[config.mk]
export PLATFORM = sky130hd
export DESIGN_NAME = mem_arbiter
export DESIGN_NICKNAME = d
export VERILOG_FILES = /design/src/rtl/mem_arbiter_pkg.sv /design/src/rtl/mem_arbiter.sv
export SDC_FILE = /design/constraint.sdc
export NUM_CORES = 1
export LEC_CHECK = 0
export ABC_AREA = 1
export BUFFER_PORTS_ARGS = -buffer_cell sky130_fd_sc_hd__clkbuf_2
export CAP_MARGIN = 15
export CORE_MARGIN = 2
export CORE_UTILIZATION = 45
export CTS_CLUSTER_DIAMETER = 30
export DETAILED_ROUTE_END_ITERATION = 10
export PLACE_DENSITY = 0.75
export SLEW_MARGIN = 0
export SYNTH_ARGS = -nofsm -noshare
export SYNTH_HDL_FRONTEND = slang
export SYNTH_SLANG_ARGS = --single-unit
[constraint.sdc]
create_clock -name clk -period 2.43 [get_ports clk]
set_input_delay 0.1215 -clock clk [delete_from_list [all_inputs] [get_ports clk]]
set_output_delay 0.1215 -clock clk [all_outputs]
set_load 0.03 [all_outputs]
[src/rtl/mem_arbiter_pkg.sv]
`default_nettype none
// ============================================================================
//  Module      : mem_arbiter_pkg
//  Description : Shared constants for the two-port memory arbiter.
//                Defines the mmu access-width codes, the arbiter state
//                encodings, and the alignment-check helper used at grant.
//  Revision    : 1.0 - initial release
// ============================================================================
package mem_arbiter_pkg;

    // mmu access-width codes; 2'b11 is undefined and always rejected
    localparam logic [1:0] MMU_WIDTH_BYTE = 2'b00;
    localparam logic [1:0] MMU_WIDTH_HALF = 2'b01;
    localparam logic [1:0] MMU_WIDTH_WORD = 2'b10;

    // Arbiter state encodings
    localparam logic [1:0] ARB_IDLE = 2'd0;
    localparam logic [1:0] ARB_BUSY = 2'd1;
    localparam logic [1:0] ARB_DONE = 2'd2;

    // True when the access cannot be issued: a word that is not 4-byte
    // aligned, a half that is not 2-byte aligned, or an undefined width.
    function automatic logic is_misaligned(input logic [1:0] width,
                                           input logic [1:0] addr_lo);
        logic bad;
        case (width)
            MMU_WIDTH_BYTE: bad = 1'b0;
            MMU_WIDTH_HALF: bad = addr_lo[0];
            MMU_WIDTH_WORD: bad = (addr_lo != 2'b00);
            default:        bad = 1'b1;
        endcase
        return bad;
    endfunction

endpackage
`default_nettype wire

[src/rtl/mem_arbiter.sv]
`default_nettype none
// ============================================================================
//  Module      : mem_arbiter
//  Description : Shares one mmu between the instruction-fetch port (I) and
//                the load/store port (D). One access in flight at a time;
//                misaligned accesses are rejected without touching the mmu
//                and every mmu access is bounded by TIMEOUT_CYCLES.
//  Ports       : clk, reset_n (async, active low)
//                i_req/i_addr -> i_done/i_rdata/i_err   instruction port
//                d_req/d_we/d_signed/d_width/d_addr/d_wdata
//                             -> d_done/d_rdata/d_err   data port
//                mmu_* outputs drive the mmu; mmu_data_out/mmu_ready return
//                busy : high whenever the arbiter is not idle
//  Revision    : 1.0 - initial release
// ============================================================================
module mem_arbiter
    import mem_arbiter_pkg::*;
#(
    parameter int TIMEOUT_CYCLES = 64
) (
    input  logic        clk,
    input  logic        reset_n,
    input  logic        i_req,
    input  logic [31:0] i_addr,
    output logic        i_done,
    output logic [31:0] i_rdata,
    output logic        i_err,
    input  logic        d_req,
    input  logic        d_we,
    input  logic        d_signed,
    input  logic [1:0]  d_width,
    input  logic [31:0] d_addr,
    input  logic [31:0] d_wdata,
    output logic        d_done,
    output logic [31:0] d_rdata,
    output logic        d_err,
    output logic        mmu_write_enable,
    output logic        mmu_read_enable,
    output logic        mmu_signed_read,
    output logic [1:0]  mmu_data_width,
    output logic [31:0] mmu_address,
    output logic [31:0] mmu_data_in,
    input  logic [31:0] mmu_data_out,
    input  logic        mmu_ready,
    output logic        busy
);

    localparam int               CNT_W      = (TIMEOUT_CYCLES > 2) ? $clog2(TIMEOUT_CYCLES) : 1;
    localparam logic [CNT_W-1:0] c_cnt_last = CNT_W'(TIMEOUT_CYCLES - 1);

    logic [1:0]       r_state;
    logic             r_last_d;
    logic             r_owner_d;
    logic [CNT_W-1:0] r_count;

    // Arbitration: a lone request wins; on a tie D wins unless D had the
    // previous grant. The I port is always a plain unsigned word read.
    logic        w_any_req;
    logic        w_grant_d;
    logic [31:0] w_g_addr;
    logic [1:0]  w_g_width;
    logic        w_g_signed;
    logic        w_g_we;
    logic [31:0] w_g_wdata;
    logic        w_g_misaligned;

    assign w_any_req      = i_req | d_req;
    assign w_grant_d      = d_req & (~i_req | ~r_last_d);
    assign w_g_addr       = w_grant_d ? d_addr : i_addr;
    assign w_g_width      = w_grant_d ? d_width : MMU_WIDTH_WORD;
    assign w_g_signed     = w_grant_d & d_signed;
    assign w_g_we         = w_grant_d & d_we;
    assign w_g_wdata      = w_grant_d ? d_wdata : 32'd0;
    assign w_g_misaligned = is_misaligned(w_g_width, w_g_addr[1:0]);

    // Completion of the current access: either rejected at grant, answered
    // by the mmu, or timed out. mmu_ready wins over a same-cycle timeout.
    logic        w_finish;
    logic        w_fin_owner_d;
    logic        w_fin_err;
    logic [31:0] w_fin_rdata;

    always_comb begin
        w_finish      = 1'b0;
        w_fin_owner_d = r_owner_d;
        w_fin_err     = 1'b0;
        w_fin_rdata   = 32'd0;
        case (r_state)
            ARB_IDLE: begin
                if (w_any_req && w_g_misaligned) begin
                    w_finish      = 1'b1;
                    w_fin_owner_d = w_grant_d;
                    w_fin_err     = 1'b1;
                end
            end
            ARB_BUSY: begin
                if (mmu_ready) begin
                    w_finish    = 1'b1;
                    w_fin_rdata = mmu_write_enable ? 32'd0 : mmu_data_out;
                end else if (r_count == c_cnt_last) begin
                    w_finish  = 1'b1;
                    w_fin_err = 1'b1;
                end
            end
            default: ;
        endcase
    end

    logic w_fin_i;
    logic w_fin_d;
    assign w_fin_i = w_finish & ~w_fin_owner_d;
    assign w_fin_d = w_finish &  w_fin_owner_d;

    always_ff @(posedge clk or negedge reset_n) begin
        if (!reset_n) begin
            r_state          <= ARB_IDLE;
            r_last_d         <= 1'b0;
            r_owner_d        <= 1'b0;
            r_count          <= '0;
            i_done           <= 1'b0;
            i_rdata          <= 32'd0;
            i_err            <= 1'b0;
            d_done           <= 1'b0;
            d_rdata          <= 32'd0;
            d_err            <= 1'b0;
            mmu_write_enable <= 1'b0;
            mmu_read_enable  <= 1'b0;
            mmu_signed_read  <= 1'b0;
            mmu_data_width   <= 2'b00;
            mmu_address      <= 32'd0;
            mmu_data_in      <= 32'd0;
            busy             <= 1'b0;
        end else begin
            // Completion outputs are one-cycle pulses; the non-owner stays 0
            i_done  <= w_fin_i;
            i_err   <= w_fin_i & w_fin_err;
            i_rdata <= w_fin_i ? w_fin_rdata : 32'd0;
            d_done  <= w_fin_d;
            d_err   <= w_fin_d & w_fin_err;
            d_rdata <= w_fin_d ? w_fin_rdata : 32'd0;

            case (r_state)
                ARB_IDLE: begin
                    if (w_any_req) begin
                        r_last_d  <= w_grant_d;
                        r_owner_d <= w_grant_d;
                        busy      <= 1'b1;
                        if (w_g_misaligned) begin
                            r_state <= ARB_DONE;
                        end else begin
                            // The mmu_* registers hold the latched request
                            // for the whole BUSY phase.
                            r_state          <= ARB_BUSY;
                            r_count          <= '0;
                            mmu_read_enable  <= ~w_g_we;
                            mmu_write_enable <= w_g_we;
                            mmu_signed_read  <= w_g_signed;
                            mmu_data_width   <= w_g_width;
                            mmu_address      <= w_g_addr;
                            mmu_data_in      <= w_g_wdata;
                        end
                    end
                end
                ARB_BUSY: begin
                    if (w_finish) begin
                        r_state          <= ARB_DONE;
                        mmu_read_enable  <= 1'b0;
                        mmu_write_enable <= 1'b0;
                        mmu_signed_read  <= 1'b0;
                        mmu_data_width   <= 2'b00;
                        mmu_address      <= 32'd0;
                        mmu_data_in      <= 32'd0;
                    end else begin
                        r_count <= r_count + CNT_W'(1);
                    end
                end
                ARB_DONE: begin
                    r_state <= ARB_IDLE;
                    busy    <= 1'b0;
                end
                default: begin
                    r_state          <= ARB_IDLE;
                    busy             <= 1'b0;
                    mmu_read_enable  <= 1'b0;
                    mmu_write_enable <= 1'b0;
                end
            endcase
        end
    end

endmodule
`default_nettype wire

==> impl_metrics.env, run 1 <==
export IMPL_h_tree_depth=4
export IMPL_synth_avg_cell_area_sq_um=8.343
export IMPL_preCtsSetupSlack_ps=350.0
export IMPL_fin_tns_setup_ps=0
export IMPL_die_w_um=122.6
export IMPL_crit_arrival_ps=2470
export IMPL_gp_congestion=0.8215
export IMPL_period_needed_ps=2119
export IMPL_numClockSinks=147
export IMPL_die_h_um=122.6
export IMPL_dr_total_vias=6229
export IMPL_relSlewSlack_pct=51.73
export IMPL_status="complete, no violations"
export IMPL_syn_inst=759
export IMPL_maxCapViolations=0
export IMPL_synth_area_sq_mm=0.006332
export IMPL_path_clk_slew_ps=60
export IMPL_diodes=0
export IMPL_hpwl_um=12260
export IMPL_cts_buffers=17
export IMPL_layout_setup_ws_ps=310.9
export IMPL_numPortBuffers=274
export IMPL_fillerInstances=1167
export IMPL_grt_util_all_layers_pct=25.35
export IMPL_crit_path_end_kind="register"
export IMPL_final_nets=1185
export IMPL_hold_class="primary input to register"
export IMPL_hold_viol=0
export IMPL_clk_latency_ps=420
export IMPL_synth_net_count=897
export IMPL_avgRoutedWirePerCell_um=15.18
export IMPL_grt_max_degree=68
export IMPL_io_pins=275
export IMPL_critPathRequiredTime_ps=2780
export IMPL_grt_setup_unrepaired="false"
export IMPL_post_route_drc_count=0
export IMPL_fmax_mhz=471.9
export IMPL_overflow=0
export IMPL_ant_nets=0
export IMPL_tightest_slew_ps=724.0
export IMPL_startpoint_type="register"
export IMPL_rows=43
export IMPL_tritoncts="built"
export IMPL_viasPerCell=5.023
export IMPL_ys_types=28
export IMPL_layout_drive_gt1_share_pct=31.32
export IMPL_min_period_over_period_pct=87.21
export IMPL_yosys_warnings=0
export IMPL_die_area_sq_mm=0.01504
export IMPL_drt_initial_drc_count=423
export IMPL_cp_max_fo=67
export IMPL_cts_buffer_depth=2
export IMPL_path_class="register to register"
export IMPL_first_pass_iters=5
export IMPL_wl_um=18820
export IMPL_skew_ps=7.508
export IMPL_root_buffer="clkbuf_16"
export IMPL_vdd_drop_max_mv=0.5963
export IMPL_core_sq_mm=0.01383
export IMPL_drv_slew=0
export IMPL_grt_pass1_vias=6039
export IMPL_powerDensity_mw_per_mm2=1192
export IMPL_initial_utilization_pct=45.80
export IMPL_syn2layout_area_growth_pct=38.85
export IMPL_yosysSeqAreaShare_pct=58.09
export IMPL_p_leak_uw=0.004966
export IMPL_ys_ff_latch=147
export IMPL_antenna_found_initial=0
export IMPL_setup_viol=0
export IMPL_grt_pass1_wl_um=29460
[power by group]
| part | leakage, uW | total, uW | switching [uW] | internal (uW) |
|---|---|---|---|---|
| clock | 0.000292 | 2650 | 1100 | 1550 |
| combinational | 0.00270 | 4410 | 3210 | 1200 |
| sequential | 0.00197 | 3420 | 352 | 3070 |
| total | 0.00497 | 10500 | 4660 | 5820 |
[synth_stat cells]
| library cell | n | share of area [%] |
|---|---|---|
| a21oi_1 | 33 | 2.6 |
| a21oi_2 | 1 | 0.14 |
| a31o_2 | 1 | 0.14 |
| and3_1 | 1 | 0.099 |
| buf_1 | 1 | 0.059 |
| buf_2 | 16 | 1.3 |
| buf_4 | 10 | 1.2 |
| buf_6 | 3 | 0.53 |
| clkbuf_1 | 22 | 1.3 |
| clkinv_1 | 1 | 0.059 |
| dfrtp_1 | 147 | 58 |
| ha_1 | 1 | 0.20 |
| inv_1 | 15 | 0.89 |
| inv_2 | 1 | 0.059 |
| nand2_1 | 259 | 15 |
| nand2_2 | 3 | 0.30 |
| nand2_4 | 1 | 0.18 |
| nand3_1 | 112 | 8.9 |
| nand3_2 | 2 | 0.32 |
| nand3b_1 | 1 | 0.12 |
| nand4_1 | 3 | 0.30 |
| nor2_1 | 114 | 6.8 |
| nor2_4 | 1 | 0.18 |
| nor3_1 | 1 | 0.079 |
| o21ai_0 | 5 | 0.40 |
| o21ai_2 | 1 | 0.14 |
| xnor2_1 | 2 | 0.28 |
| xor2_1 | 1 | 0.14 |
[final cells by class]
class                   instances  area, sq um  share of cell area [%]
clock inverters                14        167.7                   1.907
flip-flops and latches        147         3679                   41.84
well taps                     180        225.2                   2.562
multi-input cells             543         2340                   26.61
repair buffers                321         1888                   21.47
inverters                      17        63.81                  0.7258
clock buffers                  18        429.2                   4.881
[worst paths after layout]
path,start,to,slack [ps],depth (start not counted)
max in group asynchronous,reset_n,r_state[0],1480,3
worst min register to register,mmu_address[10],mmu_address[10],470,2
worst max register to register,r_owner_d,mmu_data_in[11],310,12
worst max-delay path,r_owner_d,mmu_data_in[11],310,12
min in group asynchronous,reset_n,mmu_data_in[13],240,2
worst min-delay path,d_wdata[30],mmu_data_in[30],20,5
[kinds of logic after synthesis]
family	count (synthesis)	share of synthesized area, %
buffers and inverters	69	5.354
adder cells (fa/ha/maj)	1	0.1976
AND/OR/NAND/NOR	498	32.52
AO/OA/AOI/OAI	41	3.418
XOR/XNOR	3	0.4150
flip-flops	147	58.09
[sequential cells by signal (all words and copies together), names as in the netlist]
register and flops:
mmu_signed_read 1, r_state 2, r_owner_d 1, d_done 1, i_err 1, d_err 1
mmu_data_in 32, mmu_address 32, d_rdata 32, busy 1, r_count 6, mmu_read_enable 1
mmu_write_enable 1, i_done 1, i_rdata 32, mmu_data_width 2
[layout by cell type (no fill, tap or decap), drive strengths merged]
cell type    Yosys  final
nor2           115    115
buf             30     15
nand2          263    263
xnor2            2      2
dlygate4sd3      0     33
nor3             1      1
a31o             1      1
clkinvlp         0      1
clkbuf          22    291
bufinv           0      2
clkinv           1      4
nand3          114    114
dfrtp          147    147
o21ai            6      6
nand3b           1      1
a21oi           34     34
xor2             1      1
ha               1      1
nand4            3      3
and3             1      1
inv             16     24
[critical path: stages (launching register included)]
cell and delay, ps:
dfrtp_1 380, nand2_1 160, nand2_4 130, nand2_1 100, nand2_1 60, nand2_1 100
nand2_1 90, nand2_2 130, nand3_4 220, nand2_2 170, buf_12 260, nand2_1 110
nand2_1 80
[metal layers]
| layer | track usage (%) | vias to the layer above | part of all wire, % |
|---|---|---|---|
| met5 | 0 | - | 0 |
| met2 | 43.75 | 262 | 51 |
| met3 | 6.784 | 33 | 7.2 |
| met1 | 30.60 | 2950 | 40 |
| li1 | - | 2984 | - |
| met4 | 8.908 | 0 | 2.3 |
[through the flow]
| stage | hold WS [ps] | cell area, sq um | std cells | total power, uW | util, % |
|---|---|---|---|---|---|
| 6_report | 18.76 | 8792 | 1240 | 10480 | 63.59 |
| 5_1_grt | 27.11 | 8792 | 1240 | 11100 | 63.59 |
| 4_1_cts | 4.452 | 8792 | 1240 | 10540 | 63.59 |
| 3_5_place_dp | 134.7 | 7865 | 1175 | 7826 | 56.88 |
| 3_3_place_gp | 137.7 | 7865 | 1175 | 7753 | 56.88 |
| 2_1_floorplan | -174.1 | 6332 | 759 | 6426 | - |
[what timing repair did]
| action | 4_1_cts | 5_1_grt |
|---|---|---|
| hold buffers | 33 | 0 |
| hold endpoints to repair | 124 | 0 |
| setup buffers | 0 | 0 |
| gates resized for setup | 0 | 0 |
Power figures use the tool's default switching activity.
==> run 2: changes to the inputs <==
- REMOVE_ABC_BUFFERS: unset -> 1
==> run 2 against run 1 <==
Routed wire length is 0.51% higher. Largest cell class unchanged. Non-clock buffer count grew 5. Critical path type unchanged. Clock power is 4% lower. Sequential power hardly changed. Critical path depth unchanged. Hold slack about the same. Count of clock-buffer cells in the layout rose by 2.
==> impl_metrics.env, run 2 (synthesis results as in run 1) <==
export IMPL_status="complete, no violations"
export IMPL_p_leak_uw=0.004967
export IMPL_wl_um=18920
export IMPL_skew_ps=7.467
export IMPL_r2r_slack_ps=430
export IMPL_final_nets=1190
export IMPL_final_cell_mix="clkbuf_2 (273), nand2_1 (259), dfrtp_1 (147)"
export IMPL_crit_arrival_ps=2350
export IMPL_numClockSinks=147
export IMPL_dr_total_vias=6245
export IMPL_path_clk_slew_ps=60
export IMPL_final_cell_area_sq_mm=0.008802
export IMPL_core_sq_mm=0.01383
export IMPL_path_class="register to register"
export IMPL_holdWs_ps=18.30
export IMPL_viasPerCell=5.020
export IMPL_tightest_slew_ps=506.3
export IMPL_diodes=0
export IMPL_fmax_mhz=500.2
export IMPL_numPortBuffers=274
export IMPL_min_period_over_period_pct=82.26
export IMPL_setup_viol=0
export IMPL_h_tree_depth=4
export IMPL_powerDensity_mw_per_mm2=1181
export IMPL_syn2layout_area_growth_pct=39.00
export IMPL_vdd_drop_max_mv=0.5888
export IMPL_postCtsSetupBuffers=0
export IMPL_antenna_found_initial=2
export IMPL_ant_nets=0
export IMPL_grt_max_degree=68
export IMPL_cp_max_fo=42
export IMPL_drt_initial_drc_count=484
export IMPL_hold_class="primary input to register"
export IMPL_die_area_sq_mm=0.01504
export IMPL_root_buffer="clkbuf_16"
export IMPL_overflow=0
export IMPL_relSlewSlack_pct=66.25
export IMPL_grt_pass1_wl_um=28880
export IMPL_cts_buffers=17
export IMPL_gp_congestion=0.8333
export IMPL_die_h_um=122.6
export IMPL_fillerInstances=1170
export IMPL_io_pins=275
export IMPL_initial_utilization_pct=45.80
export IMPL_avgRoutedWirePerCell_um=15.21
export IMPL_maxCapViolations=0
export IMPL_first_pass_iters=5
export IMPL_hold_viol=0
export IMPL_post_route_drc_count=0
export IMPL_critPathRequiredTime_ps=2780
export IMPL_hpwl_um=12560
export IMPL_rows=43
export IMPL_period_needed_ps=1999
export IMPL_worstHoldPathCells=5
export IMPL_final_util_pct=63.66
export IMPL_grt_util_all_layers_pct=25.01
export IMPL_startpoint_type="register"
export IMPL_crit_path_end_kind="register"
export IMPL_grt_pass1_vias=5842
export IMPL_drv_slew=0
export IMPL_die_w_um=122.6
export IMPL_clk_latency_ps=420
export IMPL_final_common_cell="clkbuf_2"
export IMPL_ff2ff_path_depth=12
export IMPL_layout_drive_gt1_share_pct=31.48
export IMPL_placed_area_sq_mm=0.007895
export IMPL_tritoncts="built"
export IMPL_grt_setup_unrepaired="false"
export IMPL_cts_buffer_depth=2
[run 2: cell types whose count changed in the layout (fill, tap and decap cells not counted)]
cell | previous run | this run
buf_4 | 8 | 13
clkinvlp_4 | 1 | 4
inv_6 | 5 | 2
inv_8 | 3 | 0
clkbuf_1 | 1 | 2
clkbuf_8 | 0 | 1
nand3_2 | 1 | 2
nand3_4 | 1 | 0
[run 2: worst max-delay path, cell delays in order (launching register included)]
cell and delay, ps:
dfrtp_1 390, nand2_1 160, nand2_4 100, nand2_1 90, nand3_1 70, nand2_1 100, nand2_1 90, nand2_2 110
nand3_2 130, nand2_2 100, buf_4 390, nand2_1 110, nand2_1 90
[run 2: power by group]
part	internal (uW)	total (uW)	switching, uW
Clock	1540	2550	1010
Sequential	3070	3430	361
Combinational	1220	4420	3200
Total	5830	10400	4570
[run 2: through the flow]
stage               total power [uW]  instances  setup TNS [ps]  worst slack, ps
global placement                7782       1180               0            541.9
global route                   11010       1244               0            201.5
detailed placement              7845       1180               0            462.2
finish                         10400       1244               0            431.0
CTS                            10450       1244               0            441.3
floorplan                       6182        707         -398500            -2896
[run 2: final timing paths]
kind / startpoint / to
min in group asynchronous: reset_n / d_done
worst max-delay path: r_owner_d / mmu_address[14]
worst max register to register: r_owner_d / mmu_address[14]
max in group asynchronous: reset_n / mmu_address[23]
worst min register to register: mmu_address[15] / mmu_address[15]
worst min-delay path: d_wdata[29] / mmu_data_in[29]
[run 2: cell type report]
type | count | area, sq um | area share [%]
well taps | 180 | 225.2 | 2.559
repair buffers | 326 | 1926 | 21.88
flip-flops and latches | 147 | 3679 | 41.79
clock buffers | 20 | 446.7 | 5.075
inverters | 17 | 63.81 | 0.7249
clock inverters | 11 | 130.1 | 1.478
multi-input cells | 543 | 2332 | 26.50
[run 2: routing by layer]
layer  up-vias  share of wire [%]  global-route usage (%)  routed length (um)
li1       2990                  -                       -                   -
met1      2939                 40                   29.95                7658
met2       281                 48                   41.25                9155
met4         4                1.9                   9.914                 359
met3        31                9.1                   8.875                1716
met5         -               0.15                       0                  29
[run 2: what timing repair did]
action | 4_1_cts | 5_1_grt
gates resized for setup | 0 | 0
endpoints found under the hold margin | 103 | 0
hold buffers | 33 | 0
setup endpoints to repair | 0 | 0
==> run 3: changes to the inputs <==
- clock period: 2.43 -> 2 ns (I/O delays scaled with it)
==> run 3 against run 2 <==
Final cell count rose by 1.8%. Count of clock-buffer cells in the layout fell by 3. Clock skew rose by 0.81 ps. Largest power group unchanged. Largest cell class unchanged. Core utilization rose by 2.5 points.
==> impl_metrics.env, run 3 (synthesis results as in run 1) <==
export IMPL_status="complete, no violations"
export IMPL_wl_met1_um=7468
export IMPL_period_needed_ps=1853
export IMPL_p_int_uw=7454
export IMPL_antenna_found_initial=2
export IMPL_initial_utilization_pct=45.80
export IMPL_die_area_sq_mm=0.01504
export IMPL_gp_congestion=0.8602
export IMPL_final_cells=1267
export IMPL_post_route_drc_count=0
export IMPL_grt_util_all_layers_pct=25.38
export IMPL_diodes=0
export IMPL_dr_total_vias=6352
export IMPL_route_met2_wl_um=9340
export IMPL_grt_max_degree=62
export IMPL_die_h_um=122.6
export IMPL_highest_layer="met5"
export IMPL_hold_path_endpoint="mmu_data_in[27]"
export IMPL_rows=43
export IMPL_avgRoutedWirePerCell_um=15.28
export IMPL_drv_slew=0
export IMPL_hold_viol=0
export IMPL_numPortBuffers=274
export IMPL_hpwl_um=12520
export IMPL_worstHoldPathCells=5
export IMPL_holdWs_ps=6.269
export IMPL_crit_path_end_kind="register"
export IMPL_tightest_slew_ps=482.2
export IMPL_core_sq_mm=0.01383
export IMPL_postCtsSetupBuffers=0
export IMPL_io_pins=275
export IMPL_final_cell_mix="clkbuf_2 (273), nand2_1 (258), dfrtp_1 (147)"
export IMPL_clock_power_share_pct=25.7
export IMPL_swShare_pct=43.11
export IMPL_first_pass_iters=5
export IMPL_ant_nets=0
export IMPL_final_common_cell="clkbuf_2"
export IMPL_fmax_mhz=539.8
export IMPL_min_period_over_period_pct=92.63
export IMPL_drt_initial_drc_count=393
export IMPL_startpoint_type="register"
export IMPL_ff2ff_path_depth=12
export IMPL_cp_max_fo=11
export IMPL_numClockSinks=147
export IMPL_syn2layout_area_growth_pct=44.50
export IMPL_critPathRequiredTime_ps=2350
export IMPL_h_tree_depth=4
export IMPL_setup_viol=0
export IMPL_crit_arrival_ps=2200
export IMPL_cts_buffers=17
export IMPL_cts_buffer_depth=2
export IMPL_clk_latency_ps=420
export IMPL_finalPower_uw=13100
export IMPL_grt_pass1_vias=6058
export IMPL_timing_rr_end="r_count[0]"
export IMPL_skew_ps=8.277
export IMPL_vdd_drop_max_mv=0.7792
export IMPL_routed_wl_met3_um=1920
export IMPL_path_clk_slew_ps=60
export IMPL_p_seq_share_pct=31.9
export IMPL_switching_power_uw=5648
export IMPL_r2r_start="r_owner_d"
export IMPL_path_class="register to register"
export IMPL_hold_class="primary input to register"
export IMPL_die_w_um=122.6
export IMPL_root_buffer="clkbuf_16"
export IMPL_powerDensity_mw_per_mm2=1432
export IMPL_wl_um=19360
export IMPL_final_util_pct=66.18
export IMPL_relSlewSlack_pct=67.85
export IMPL_layout_drive_gt1_share_pct=31.19
export IMPL_final_nets=1213
export IMPL_p_comb_share_pct=42.4
export IMPL_r2r_slack_ps=150
export IMPL_maxCapViolations=0
export IMPL_viasPerCell=5.013
export IMPL_grt_pass1_wl_um=29230
export IMPL_place_inst=1180
export IMPL_hold_start="d_wdata[27]"
export IMPL_tritoncts="built"
export IMPL_p_leak_uw=0.005123
export IMPL_overflow=0
[run 3: how the worst max path moves through the flow]
stage	from	to	slack [ps]	cells past startpoint
after global placement	r_owner_d	mmu_data_width[0]	190	12
after detailed placement	r_owner_d	mmu_data_in[12]	70	12
after CTS	r_owner_d	mmu_data_in[12]	60	12
after floorplan	r_state[1]	d_err	-3330	5
final	r_owner_d	r_count[0]	150	12
after global routing	r_owner_d	mmu_data_in[23]	-20	12
[run 3: critical path, stage by stage, from the launching register on]
cell and delay, ps:
dfrtp_1 400, nand2_2 130, nand2_4 110, nand2_1 100
nand3_1 70, nand2_1 100, nand2_1 90, nand2_2 110
nand3_2 160, buf_4 230, nand2_2 150, nand2_1 80
nand2_1 70
[run 3: final cells by class]
type / instances / area (sq um)
clock buffer: 17 / 425.4
fill: 1113 / 4677
sequential: 147 / 3679
inverter: 17 / 63.81
multi-input combinational: 543 / 2340
clock inverter: 14 / 201.4
tap: 180 / 225.2
timing repair buffer: 349 / 2216
[run 3: routing by layer]
layer	up-vias	GRT usage, %
met5	-	0
met4	4	11.28
met3	48	9.480
met2	326	41.94
met1	2929	29.51
li1	3045	-
[run 3: metrics by stage]
stage,setup TNS [ps],worst slack (ps),instance area [sq um]
after CTS,0,57.09,9110
after floorplan,-460850,-3326,6057
final,0,147.4,9150
after global routing,-109.5,-17.49,9150
after detailed placement,0,69.01,7933
after global placement,0,186.1,7933
[run 3: what timing repair did]
item,CTS,global route
hold buffers,55,0
hold endpoints to repair,133,0
resized for setup,0,4
setup endpoints to repair,0,82
[run 3: power by group through the flow]
stage / Combinational (uW) / Sequential, uW / Clock [uW]
after floorplan: 1960 / 5550 / 0
final: 5560 / 4170 / 3370
after detailed placement: 5370 / 4220 / 0
after global routing: 6030 / 4250 / 3560
after CTS: 5480 / 4170 / 3430
after global placement: 5330 / 4200 / 0
